$ cat src/rtl/tx_port_channel_reader_128.sv
// tx_port_channel_reader_128
//   Read-side consumer of the 129-bit TX channel-gate FIFO stream. Decodes the
//   framed sequence {HDR, HDR, DATA*, END, END} into a transaction descriptor
//   and a 128-bit payload stream, then reports a one-cycle completion pulse
//   with the received dword count and error flags.
//
//   Handshakes: a transfer happens on a CLK edge where VALID and READY are both
//   1. A source raises VALID without waiting for READY and holds VALID and its
//   payload stable until the transfer.
//
//   Optional feature macro: TX_READER_STATS_EN adds the STAT_TXNS / STAT_ERRS
//   counters and their output ports.
//
// Ports
//   CLK, RST_N          clock, synchronous active-low reset
//   RD_DATA, RD_EMPTY   first-word-fall-through FIFO head and empty flag
//   RD_EN               pops the FIFO head (never while RD_EMPTY=1)
//   TXN_VALID/READY     descriptor handshake; TXN_LEN/OFF/LAST payload
//   DATA, DATA_VALID/READY  payload stream handshake
//   DONE                one-cycle pulse at transaction close
//   DONE_WORDS, ERR_LEN valid while DONE=1
//   ERR_PROTO           sticky framing-violation flag
//   STAT_TXNS/STAT_ERRS transaction and error counters (feature macro only)
//   DBG_STATE           current FSM state
module tx_port_channel_reader_128 #(
   parameter int C_DATA_WIDTH      = 128,
   parameter int C_FIFO_DATA_WIDTH = C_DATA_WIDTH + 1
) (
   input  logic                         CLK,
   input  logic                         RST_N,
   input  logic [C_FIFO_DATA_WIDTH-1:0] RD_DATA,
   input  logic                         RD_EMPTY,
   output logic                         RD_EN,
   output logic                         TXN_VALID,
   input  logic                         TXN_READY,
   output logic [31:0]                  TXN_LEN,
   output logic [30:0]                  TXN_OFF,
   output logic                         TXN_LAST,
   output logic [C_DATA_WIDTH-1:0]      DATA,
   output logic                         DATA_VALID,
   input  logic                         DATA_READY,
   output logic                         DONE,
   output logic [31:0]                  DONE_WORDS,
   output logic                         ERR_LEN,
   output logic                         ERR_PROTO,
`ifdef TX_READER_STATS_EN
   output logic [15:0]                  STAT_TXNS,
   output logic [15:0]                  STAT_ERRS,
`endif
   output logic [2:0]                   DBG_STATE
);

   typedef enum logic [2:0] {
      S_IDLE = 3'd0,
      S_HDR2 = 3'd1,
      S_DESC = 3'd2,
      S_DATA = 3'd3,
      S_END2 = 3'd4,
      S_DONE = 3'd5
   } state_t;

   state_t      state, state_next;
   logic        flag;
   logic        head;
   logic        pop;
   logic        proto_set;
   logic        hdr_latch;
   logic        data_valid_c;
   logic        txn_valid;
   logic [31:0] txn_len;
   logic [30:0] txn_off;
   logic        txn_last;
   logic [32:0] cnt;
   logic        err_proto;
   logic        err_len_c;

   assign flag = RD_DATA[C_DATA_WIDTH];
   assign head = !RD_EMPTY;

   // Header and END entries look alike; only the state tells them apart.
   always_comb begin
      state_next   = state;
      pop          = 1'b0;
      proto_set    = 1'b0;
      hdr_latch    = 1'b0;
      data_valid_c = 1'b0;
      case (state)
         S_IDLE: begin
            if (head) begin
               pop = 1'b1;
               if (flag) begin
                  hdr_latch  = 1'b1;
                  state_next = S_HDR2;
               end else begin
                  // Stray payload outside a frame is dropped.
                  proto_set = 1'b1;
               end
            end
         end
         S_HDR2: begin
            if (head) begin
               state_next = S_DESC;
               if (flag) pop = 1'b1;
               else      proto_set = 1'b1;  // leave the payload word for DATA
            end
         end
         S_DESC: begin
            if (txn_valid && TXN_READY) state_next = S_DATA;
         end
         S_DATA: begin
            if (head) begin
               if (flag) begin
                  // END is consumed regardless of DATA_READY.
                  pop        = 1'b1;
                  state_next = S_END2;
               end else begin
                  data_valid_c = 1'b1;
                  pop          = DATA_READY;
               end
            end
         end
         S_END2: begin
            if (head) begin
               state_next = S_DONE;
               if (flag) pop = 1'b1;
               else      proto_set = 1'b1;
            end
         end
         S_DONE: begin
            state_next = S_IDLE;
         end
         default: begin
            state_next = S_IDLE;
         end
      endcase
   end

   // Length check at 33 bits so len+4 cannot wrap.
   assign err_len_c = (cnt < {1'b0, txn_len}) || (cnt >= ({1'b0, txn_len} + 33'd4));

   always_ff @(posedge CLK) begin
      if (!RST_N) begin
         state     <= S_IDLE;
         txn_valid <= 1'b0;
         txn_len   <= '0;
         txn_off   <= '0;
         txn_last  <= 1'b0;
         cnt       <= '0;
         err_proto <= 1'b0;
      end else begin
         state     <= state_next;
         txn_valid <= (state_next == S_DESC);
         if (hdr_latch) begin
            txn_len  <= RD_DATA[63:32];
            txn_off  <= RD_DATA[31:1];
            txn_last <= RD_DATA[0];
         end
         if (proto_set) err_proto <= 1'b1;
         if (state == S_DONE)
            cnt <= '0;
         else if (state == S_DATA && pop && !flag)
            cnt <= cnt + 33'd4;
      end
   end

`ifdef TX_READER_STATS_EN
   logic [15:0] stat_txns;
   logic [15:0] stat_errs;

   always_ff @(posedge CLK) begin
      if (!RST_N) begin
         stat_txns <= '0;
         stat_errs <= '0;
      end else if (state == S_DONE) begin
         stat_txns <= stat_txns + 16'd1;
         if (err_len_c || err_proto) stat_errs <= stat_errs + 16'd1;
      end
   end

   assign STAT_TXNS = stat_txns;
   assign STAT_ERRS = stat_errs;
`endif

   // RD_EN is forced low while reset is held, before the state register clears.
   assign RD_EN      = pop && RST_N;
   assign TXN_VALID  = txn_valid;
   assign TXN_LEN    = txn_len;
   assign TXN_OFF    = txn_off;
   assign TXN_LAST   = txn_last;
   assign DATA       = RD_DATA[C_DATA_WIDTH-1:0];
   assign DATA_VALID = data_valid_c;
   assign DONE       = (state == S_DONE);
   assign DONE_WORDS = cnt[32] ? 32'hFFFF_FFFF : cnt[31:0];
   assign ERR_LEN    = (state == S_DONE) && err_len_c;
   assign ERR_PROTO  = err_proto;
   assign DBG_STATE  = state;

endmodule
$ cat config.mk
export PLATFORM = sky130hd
export DESIGN_NAME = tx_port_channel_reader_128
export DESIGN_NICKNAME = d
export VERILOG_FILES = /design/src/rtl/tx_port_channel_reader_128.sv
export SDC_FILE = /design/constraint.sdc
export NUM_CORES = 1
export LEC_CHECK = 0
export ABC_AREA = 1
export CAP_MARGIN = 20
export CORE_ASPECT_RATIO = 0.8
export CORE_MARGIN = 1
export CORE_UTILIZATION = 39
export CTS_BUF_LIST = sky130_fd_sc_hd__clkbuf_8
export DETAILED_ROUTE_END_ITERATION = 12
export GPL_TIMING_DRIVEN = 0
export PLACE_DENSITY_LB_ADDON = 0.1
export SYNTH_ARGS = -nofsm -noshare
export SYNTH_HDL_FRONTEND = slang
export SYNTH_SLANG_ARGS = --single-unit
$ cat constraint.sdc
create_clock -name CLK -period 2.7 [get_ports CLK]
set_clock_uncertainty 0.15 [all_clocks]
set_input_delay 0.27 -clock CLK [delete_from_list [all_inputs] [get_ports CLK]]
set_output_delay 0.27 -clock CLK [all_outputs]
set_load 0.03 [all_outputs]
==> results.txt, run 1 <==
status = finished, violations left
failing checks = setup timing
largest net degree at the start of global routing = 19
max-cap violations = 0
drt initial violations = 541
share of cells above drive strength 1 = 19.1%
die area = 20,400 um2
placed cell area = 11,200 um2
post-DR wirelength/cell = 15.3 um
fin util = 62.0%
Final Non-Filler Cells = 1,768
Rel. slew slack = 55.7%
Lkg Pwr = 0.00559 uW
Arr. time, crit path = 3.22 ns
antenna viol nets, final = 0
core area = 19,200 um2
Synth Area in XOR/XNOR = 3.51%
Setup Viol. Count Final = 1
area share of fa/ha/maj cells after synthesis = 10.2%
register area = 2060 um2
Syn Std Cell Area = 7740 um2
Achievable Freq = 0.275 GHz
starting density of the core = 40.3%
fill cell count = 1,779
first-pass GRT wire length = 42,400 um
synthesis-to-finish area growth = 53.6%
Synth cell types = 35
dpl cells = 1,726
latest clock arrival within the worst-skew pair = 0.39 ns
routed vias = 8,555
CTS buffer count = 9
Final WS setup = -0.940 ns
footprint of the multi-input gates = 4420 um2
synthesis-stage register bit count = 100
Via density = 4.84
sequential fraction of the synthesis area = 25.9%
remaining global-route overflow = 0
Worst VDD drop = 0.296 mV
vias in the first global route = 7,841
clock transition at the registers of the reported paths = 0.11 ns
TritonRoute pass-1 iters = 5
Syn. warnings = 0
Final Critical Period = 3.64 ns
CTS root buf = clkbuf_8
Tightest Pin Transition = 0.665 ns
Syn Nets = 1,363
P per Cell Area = 349 nW/um2
H-tree depth = 3
Hold Crit Class = reg2reg
synthesized instance count = 1,166
Synth Area in Simple Gates = 29.1%
RSZ-0062 raised after global routing = true
CTS tree = done
Die H = 128 um
required time of the critical path = 2.28 ns
Slew Viols, Final = 0
Critical Path Start Type = register
final hold vios = 0
CTS sink cnt = 100
overall routed net length = 27,000 um
combinational family with the most area after synthesis = simple AND/OR/NAND/NOR gates
io pins = 367
row count = 45
CP Class = reg2out
post-synthesis mux area share = 0%
Port Buf Inserts = 302
Final Wtd Congestion = 0.900
diode count = 0
Synth Area in Compound Gates = 10.6%
crit path max fanout = 4
period utilisation layout = 135%
hpwl dp = 21,900 um
overall power = 4160 uW
synthesized area per cell = 6.64 um2
fin nets = 1,702
Overall Global Routing Usage = 26.3%
post-route cell area = 11,900 um2
Setup crit end kind = output port
WL met2 = 12,400 um
most common cell after layout, fill and taps aside = clkdlybuf4s50_1
DRC Markers = 0
clock buffer depth = 2
initial antenna violation count = 0
die width = 160 um
most frequent cells in the layout = clkdlybuf4s50_1 (280), nand2_1 (231), buf_4 (156)
met3 WL post-DR = 2120 um
top routing layer in use = met4
Routed met1 length = 12,200 um
timing repair:
item	4_1_cts	5_1_grt
hold endpoints to repair	0	0
setup buffers	21	6
setup endpoints to repair	22	22
hold buffers	0	0
gates cloned	0	0
resized for setup	52	37
pin swaps	24	22
per-stage QoR:
stage	setup TNS, ns	hold WS, ns	setup WS, ns
final	-0.940	0.308	-0.940
after global routing	-1.05	0.327	-1.05
after CTS	-0.782	0.310	-0.782
after detailed placement	-1.33	0.293	-1.21
after global placement	-1.29	0.292	-1.18
after floorplan	-0.0617	0.287	-0.0617
cell families after synthesis:
family	after synthesis
compound gates	160
xor+xnor	31
fa+ha+maj	63
buf+inv	291
flops	100
simple gates	521
state kept, by name, indices dropped and copies added (netlist names):
signal and count:
cnt 31, ERR_PROTO 1, TXN_VALID 1, TXN_LEN 32, DBG_STATE 3, TXN_OFF 31
TXN_LAST 1
worst paths after layout:
path | slack (ns) | from | cells past startpoint | end
setup / recovery | -0.94 | TXN_LEN[12] | 16 | ERR_LEN
hold / removal | 0.31 | ERR_PROTO | 2 | ERR_PROTO
setup reg to reg | 0.55 | DBG_STATE[0] | 6 | cnt[19]
hold reg to reg | 0.31 | ERR_PROTO | 2 | ERR_PROTO
cell type report:
| type | count | share of cell area [%] |
|---|---|---|
| clock inverter | 6 | 0.400 |
| sequential | 100 | 17.3 |
| clock buffer | 10 | 1.16 |
| buffer | 160 | 9.49 |
| tap | 258 | 2.71 |
| multi-input combinational | 775 | 37.1 |
| inverter | 130 | 4.20 |
| timing repair buffer | 329 | 27.6 |
per-layer routing:
| metal | GRT usage (%) | up-vias |
|---|---|---|
| li1 | - | 4293 |
| met1 | 36.7 | 3899 |
| met2 | 42.8 | 343 |
| met3 | 4.40 | 20 |
| met4 | 4.98 | 0 |
| met5 | 0 | - |
critical path, stage by stage (launching register included):
cell and delay, ns:
dfxtp_2 0.40, nand2_1 0.17, nor2_2 0.19, nand4_1 0.27, nor2_2 0.25, nand2_1 0.09
xor2_1 0.14, inv_1 0.06, ha_1 0.33, nand2_4 0.08, nor2_2 0.12, and2_4 0.16
nand3_2 0.06, a21oi_2 0.13, nor2_2 0.06, a21oi_4 0.17, buf_6 0.15
cell usage after synthesis:
library cell  count  share of area [%]
buf_6             3               0.44
buf_1             2              0.097
xnor2_1           2               0.23
inv_1           127                6.2
nand3_2           4               0.52
o21ai_0          75                4.8
or2_2             3               0.24
buf_2             7               0.45
nor2_4            1               0.15
a211oi_1          1              0.097
o211ai_1          1              0.097
a31oi_1           1              0.081
dfxtp_1         100                 26
nor4_1            7               0.57
xor2_1           29                3.3
a21boi_0          1              0.097
nor3_4            3               0.63
nor4_2            1               0.16
nor3_1           33                2.1
nand3_1          31                2.0
inv_2             3               0.15
a21o_1            3               0.29
clkbuf_1         18               0.87
nor2_2            1              0.081
nand3_4           1               0.23
a21oi_1          77                5.0
nor3_2            5               0.65
buf_4           131                 13
and2_1            1              0.081
nand4_1          23                1.9
nand2_2           1              0.081
ha_1             63                 10
o21ai_1           1              0.065
nor2_1          166                8.0
nand2_1         240                 12
power by group:
| group | switching [uW] | total [uW] | internal, uW |
|---|---|---|---|
| Sequential | 78.0 | 1640 | 1560 |
| Clock | 596 | 967 | 371 |
| Combinational | 863 | 1550 | 690 |
| Total | 1540 | 4160 | 2620 |
Note: power is estimated with default switching activity, not from simulation.
==> run 2: changes to the inputs <==
--- a/config.mk
+++ b/config.mk
@@ -5,11 +5,10 @@
 export SDC_FILE = /design/constraint.sdc
 export NUM_CORES = 1
 export LEC_CHECK = 0
-export ABC_AREA = 1
 export CAP_MARGIN = 20
 export CORE_ASPECT_RATIO = 0.8
 export CORE_MARGIN = 1
-export CORE_UTILIZATION = 39
+export CORE_UTILIZATION = 37
 export CTS_BUF_LIST = sky130_fd_sc_hd__clkbuf_8
 export DETAILED_ROUTE_END_ITERATION = 12
 export GPL_TIMING_DRIVEN = 0
==> results.txt, run 2 <==
first-pass GRT wire length = 34,600 um
WHS Path Cells = 3
synthesized instance count = 914
post-DR wirelength/cell = 15.0 um
share of cells above drive strength 1 = 19.7%
hpwl dp = 18,200 um
setup TNS = -1.15 ns
area leader, netlist = dfxtp_1
row count = 44
Port Buf Inserts = 301
overall routed net length = 22,600 um
Setup crit end kind = output port
worst r2r src = DBG_STATE[0]
worst path bufs/invs = 3
Final Wtd Congestion = 0.846
latest clock arrival within the worst-skew pair = 0.40 ns
crit path max fanout = 5
Rel. slew slack = 44.5%
fill cell count = 1,736
Syn Nets = 1,111
most frequent cells in the layout = clkdlybuf4s50_1 (299), nand2_1 (173), buf_4 (148)
clock buffer depth = 2
Worst path slowest cell = dfxtp_4
failing checks = setup timing
P per Cell Area = 355 nW/um2
cell-internal power = 2570 uW
register area = 2030 um2
reg2reg setup slack = 0.29 ns
Overall Global Routing Usage = 22.7%
Final Critical Period = 3.85 ns
vias in the first global route = 6,479
asr flop ratio synth = 0%
starting density of the core = 38.2%
CP cell instances = ha_4, and4_4, nand3_4, nor3_4, nand4_1, buf_6, or3_4, ha_4, nand4_1, buf_4, nor2_4, nand3_2, a311oi_4, buf_6
remaining global-route overflow = 0
count leader, synth = nand2_1
fin nets = 1,443
CTS root buf = clkbuf_8
overall power = 3890 uW
Worst R2R Path Depth = 8
max reg flops = 32
CTS buffer count = 9
Synth cell types = 47
io pins = 367
footprint of the multi-input gates = 3900 um2
period utilisation layout = 143%
sequential fraction of the synthesis area = 28.5%
Syn. warnings = 0
antenna viol nets, final = 0
DRC Markers = 0
initial antenna violation count = 0
TritonRoute pass-1 iters = 7
Synth area leaders = dfxtp_1 (28%), buf_4 (14%), ha_1 (11%), nand2_1 (9.2%), a21oi_1 (6.5%)
Tightest Pin Transition = 0.824 ns
combinational share of power = 31.4%
Critical Path Start Type = register
required time of the critical path = 2.28 ns
routed vias = 7,026
Arr. time, crit path = 3.43 ns
Post-synth EDFFs = 0
RSZ-0062 raised after global routing = true
status = finished, violations left
CTS tree = done
Hold Crit Class = in2reg
Critical Path Max Stage Delay = 0.39 ns
clock transition at the registers of the reported paths = 0.11 ns
Die H = 125 um
synthesis-to-finish area growth = 55.5%
sequential power share = 40.5%
Top delay family on crit path = simple AND/OR/NAND/NOR gates
die area = 19,600 um2
Switching Fraction = 33.9%
synthesis-stage register bit count = 100
Final Hold Slack = 0.287 ns
hold path start = RD_DATA[30]
final hold vios = 0
Yosys top cell area share = 28.5%
Setup Viol. Count Final = 1
Slew Viols, Final = 0
Synth top cells by count = nand2_1 (173), buf_4 (130), dfxtp_1 (100)
drt initial violations = 305
core area = 18,400 um2
diode count = 0
Achievable Freq = 0.260 GHz
H-tree depth = 3
ys flop type = dfxtp_1
switching pwr = 1320 uW
largest net degree at the start of global routing = 19
CP Class = reg2out
Final WS setup = -1.15 ns
Syn Std Cell Area = 7030 um2
hold path endpoint = TXN_OFF[29]
die width = 156 um
CTS sink cnt = 100
Via density = 4.67
most common cell after layout, fill and taps aside = clkdlybuf4s50_1
Worst VDD drop = 0.228 mV
synthesized area per cell = 7.69 um2
Worst R2R End = cnt[20]
Lkg Pwr = 0.00444 uW
Clock power frac = 28.1%
max-cap violations = 0
==> run 2: worst max-delay path by stage <==
stage	startpoint	end	slack (ns)	depth (start not counted)
3_3_place_gp	TXN_LEN[2]	ERR_LEN	-1.45	14
6_report	TXN_LEN[2]	ERR_LEN	-1.15	14
4_1_cts	TXN_LEN[2]	ERR_LEN	-1.25	15
5_1_grt	TXN_LEN[12]	ERR_LEN	-1.29	14
3_5_place_dp	TXN_LEN[2]	ERR_LEN	-1.49	15
2_1_floorplan	TXN_LEN[2]	ERR_LEN	-0.62	13
==> run 2: power groups by stage <==
stage	combinational, uW	clock (uW)	sequential [uW]
floorplan	594	0	1700
global placement	1190	0	1610
detailed placement	1190	0	1610
CTS	1210	1110	1580
global route	1290	1170	1580
finish	1220	1090	1570
==> run 2: per-stage QoR <==
step	worst slack (ns)	cells	cell area, um2	util (%)
after global placement	-1.45	1468	10400	56.7
after floorplan	-0.619	914	7100	-
after CTS	-1.25	1501	10800	58.9
after detailed placement	-1.49	1468	10400	56.7
final	-1.15	1504	10900	59.5
after global routing	-1.29	1504	10900	59.5
==> run 2: routing by layer <==
metal  wire length [um]  global-route usage [%]  up-vias  share of wire (%)
li1                   -                       -     3606                  -
met5                  0                       0        -                  0
met4                266                    4.96        0                1.2
met1              10200                    30.3     3173                 45
met2              10700                    37.2      229                 47
met3               1360                    4.99       18                6.0
==> run 2: cells by family (layout without fill, tap and decap cells) <==
kind of cell    count (synthesis)  count (layout)  share of synthesized area (%)
simple gates                  356             356                           24.9
buf+inv                       208             545                           18.2
compound gates                132             132                           10.4
flops                         100             100                           28.5
fa+ha+maj                      63              63                           11.2
xor+xnor                       53              53                           6.60
mux                             2               2                          0.285
==> run 2: timing repair <==
item                       in CTS  in global routing
buffers inserted               18                  3
cloned                          0                  0
setup endpoints to repair      28                 14
pin swaps                      15                  7
gates resized for setup        23                 21
hold buffers                    0                  0
==> run 2: area by class of cell <==
class / instances / share of cell area (%)
inverter: 43 / 1.48
buffer: 164 / 10.3
multi-input combinational: 606 / 35.7
sequential: 100 / 18.6
clock buffer: 10 / 1.26
tap: 253 / 2.90
clock inverter: 6 / 0.721
timing repair buffer: 322 / 29.1
==> run 2: tightest hold or removal path: stages <==
cell and delay (ns):
clkdlybuf4s50_1 0.41, nand2_1 0.06, a21oi_1 0.05
==> run 3: changes to the inputs <==
--- a/config.mk
+++ b/config.mk
@@ -7,11 +7,10 @@
 export LEC_CHECK = 0
 export CAP_MARGIN = 20
 export CORE_ASPECT_RATIO = 0.8
-export CORE_MARGIN = 1
+export CORE_MARGIN = 1.5
 export CORE_UTILIZATION = 37
 export CTS_BUF_LIST = sky130_fd_sc_hd__clkbuf_8
 export DETAILED_ROUTE_END_ITERATION = 12
-export GPL_TIMING_DRIVEN = 0
 export PLACE_DENSITY_LB_ADDON = 0.1
 export SYNTH_ARGS = -nofsm -noshare
 export SYNTH_HDL_FRONTEND = slang
==> results.txt, run 3 (same netlist as run 2, synthesis figures left out) <==
Worst path slowest cell = dfxtp_4
H-tree depth = 3
status = finished, violations left
Tightest Pin Transition = 0.736 ns
WHS Path Cells = 3
overall power = 3460 uW
failing checks = setup timing
CP cell instances = buf_4, and4_1, nand4_1, nor3_2, nand4_1, buf_4, nor2_1, xnor2_1, ha_1, nand4_1, nor3_1, a221oi_1, o21ai_1, a21oi_2, a311oi_4, buf_12
required time of the critical path = 2.28 ns
Port Buf Inserts = 238
fill cell count = 1,834
routed vias = 6,342
Final Wtd Congestion = 0.821
io pins = 367
Final Critical Period = 3.90 ns
final hold vios = 0
Top delay family on crit path = simple AND/OR/NAND/NOR gates
P per Cell Area = 355 nW/um2
clock buffer depth = 2
CTS root buf = clkbuf_8
max-cap violations = 0
initial antenna violation count = 0
Final Hold Slack = 0.288 ns
core area = 18,400 um2
CTS tree = done
CP most frequent cell = nand4_1
largest net degree at the start of global routing = 68
die area = 19,800 um2
Via density = 4.67
Setup Viol. Count Final = 1
Worst VDD drop = 0.217 mV
crit path max fanout = 5
post-DR wirelength/cell = 15.4 um
Die H = 126 um
DRC Markers = 0
drt initial violations = 293
Critical Path Start Type = register
remaining global-route overflow = 0
worst slack, placed = -0.937 ns
Arr. time, crit path = 3.48 ns
Worst R2R Path Depth = 7
TritonRoute pass-1 iters = 4
Lkg Pwr = 0.00391 uW
Hold Crit Class = in2reg
fin nets = 1,298
vias in the first global route = 6,199
diode count = 0
CP Class = reg2out
row count = 44
overall routed net length = 20,900 um
starting density of the core = 38.2%
share of cells above drive strength 1 = 16.7%
most common cell after layout, fill and taps aside = clkdlybuf4s50_1
RSZ-0062 raised after global routing = true
antenna viol nets, final = 0
Rel. slew slack = 50.9%
Setup crit end kind = output port
latest clock arrival within the worst-skew pair = 0.39 ns
CTS buffer count = 9
Final Non-Filler Cells = 1,359
Critical Path Max Stage Delay = 0.37 ns
worst path bufs/invs = 3
die width = 157 um
synthesis-to-finish area growth = 38.6%
CTS sink cnt = 100
Overall Global Routing Usage = 21.6%
clock transition at the registers of the reported paths = 0.12 ns
max reg flops = 32
fin util = 53.0%
most frequent cells in the layout = clkdlybuf4s50_1 (236), nand2_1 (172), buf_4 (100)
Critical Path Stages = 16
period utilisation layout = 144%
Slew Viols, Final = 0
hpwl dp = 16,800 um
Final WS setup = -1.20 ns
first-pass GRT wire length = 33,300 um
dpl cells = 1,339
Achievable Freq = 0.256 GHz
[run 3: cell types whose count changed in the layout (fill, tap and decap cells not counted), sizes merged]
cell / delta
clkinv: +2
dlygate4sd2: -1
dlymetal6s2s: +1
bufinv: -1
buf: -52
clkdlybuf4s50: -63
clkbuf: -31
[run 3: worst paths after layout]
| check | startpoint | end | slack, ns |
|---|---|---|---|
| setup / recovery | TXN_LEN[3] | ERR_LEN | -1.20 |
| hold / removal | RD_DATA[14] | TXN_OFF[13] | 0.29 |
| setup reg to reg | DBG_STATE[0] | cnt[11] | 0.38 |
| hold reg to reg | TXN_OFF[21] | TXN_OFF[21] | 0.31 |
[run 3: power by group]
group	leakage, uW	switching [uW]	internal, uW	total, uW
clock	0.000100	611	361	971
sequential	0.000818	32.5	1530	1560
combinational	0.00299	512	415	927
total	0.00391	1150	2300	3460
[run 3: layout make-up]
class | instances | area, um2 | share of cell area [%]
multi-input cells | 606 | 3850 | 39.5
repair buffers | 341 | 3200 | 32.8
flip-flops and latches | 100 | 2020 | 20.7
well taps | 253 | 317 | 3.25
inverters | 43 | 161 | 1.66
clock buffers | 9 | 124 | 1.27
clock inverters | 7 | 72.6 | 0.745
[run 3: worst min-delay path: cells and delay by family]
family / cells / cell delay (ns)
AO/OA/AOI/OAI: 1 / 0.05
buffers and inverters: 1 / 0.42
AND/OR/NAND/NOR: 1 / 0.06
[run 3: timing repair]
| action | CTS | global route |
|---|---|---|
| hold buffers | 0 | 0 |
| buffers inserted | 3 | 1 |
| resized for setup | 3 | 7 |
| endpoints found under the setup margin | 1 | 2 |
| pin swaps | 7 | 9 |
[run 3: layer usage]
layer / vias up / share of wire, % / global-route usage, %
met5: - / 0 / 0
met4: 0 / 1.1 / 4.72
met3: 24 / 5.0 / 4.41
met2: 183 / 45 / 33.9
met1: 2829 / 49 / 30.5
li1: 3306 / - / -
[run 3: stage by stage]
| stage | setup TNS, ns | instance area, um2 |
|---|---|---|
| after floorplan | -0.619 | 7100 |
| after global placement | -0.862 | 9460 |
| after detailed placement | -0.937 | 9460 |
| after CTS | -1.22 | 9700 |
| after global routing | -1.39 | 9740 |
| final | -1.20 | 9740 |
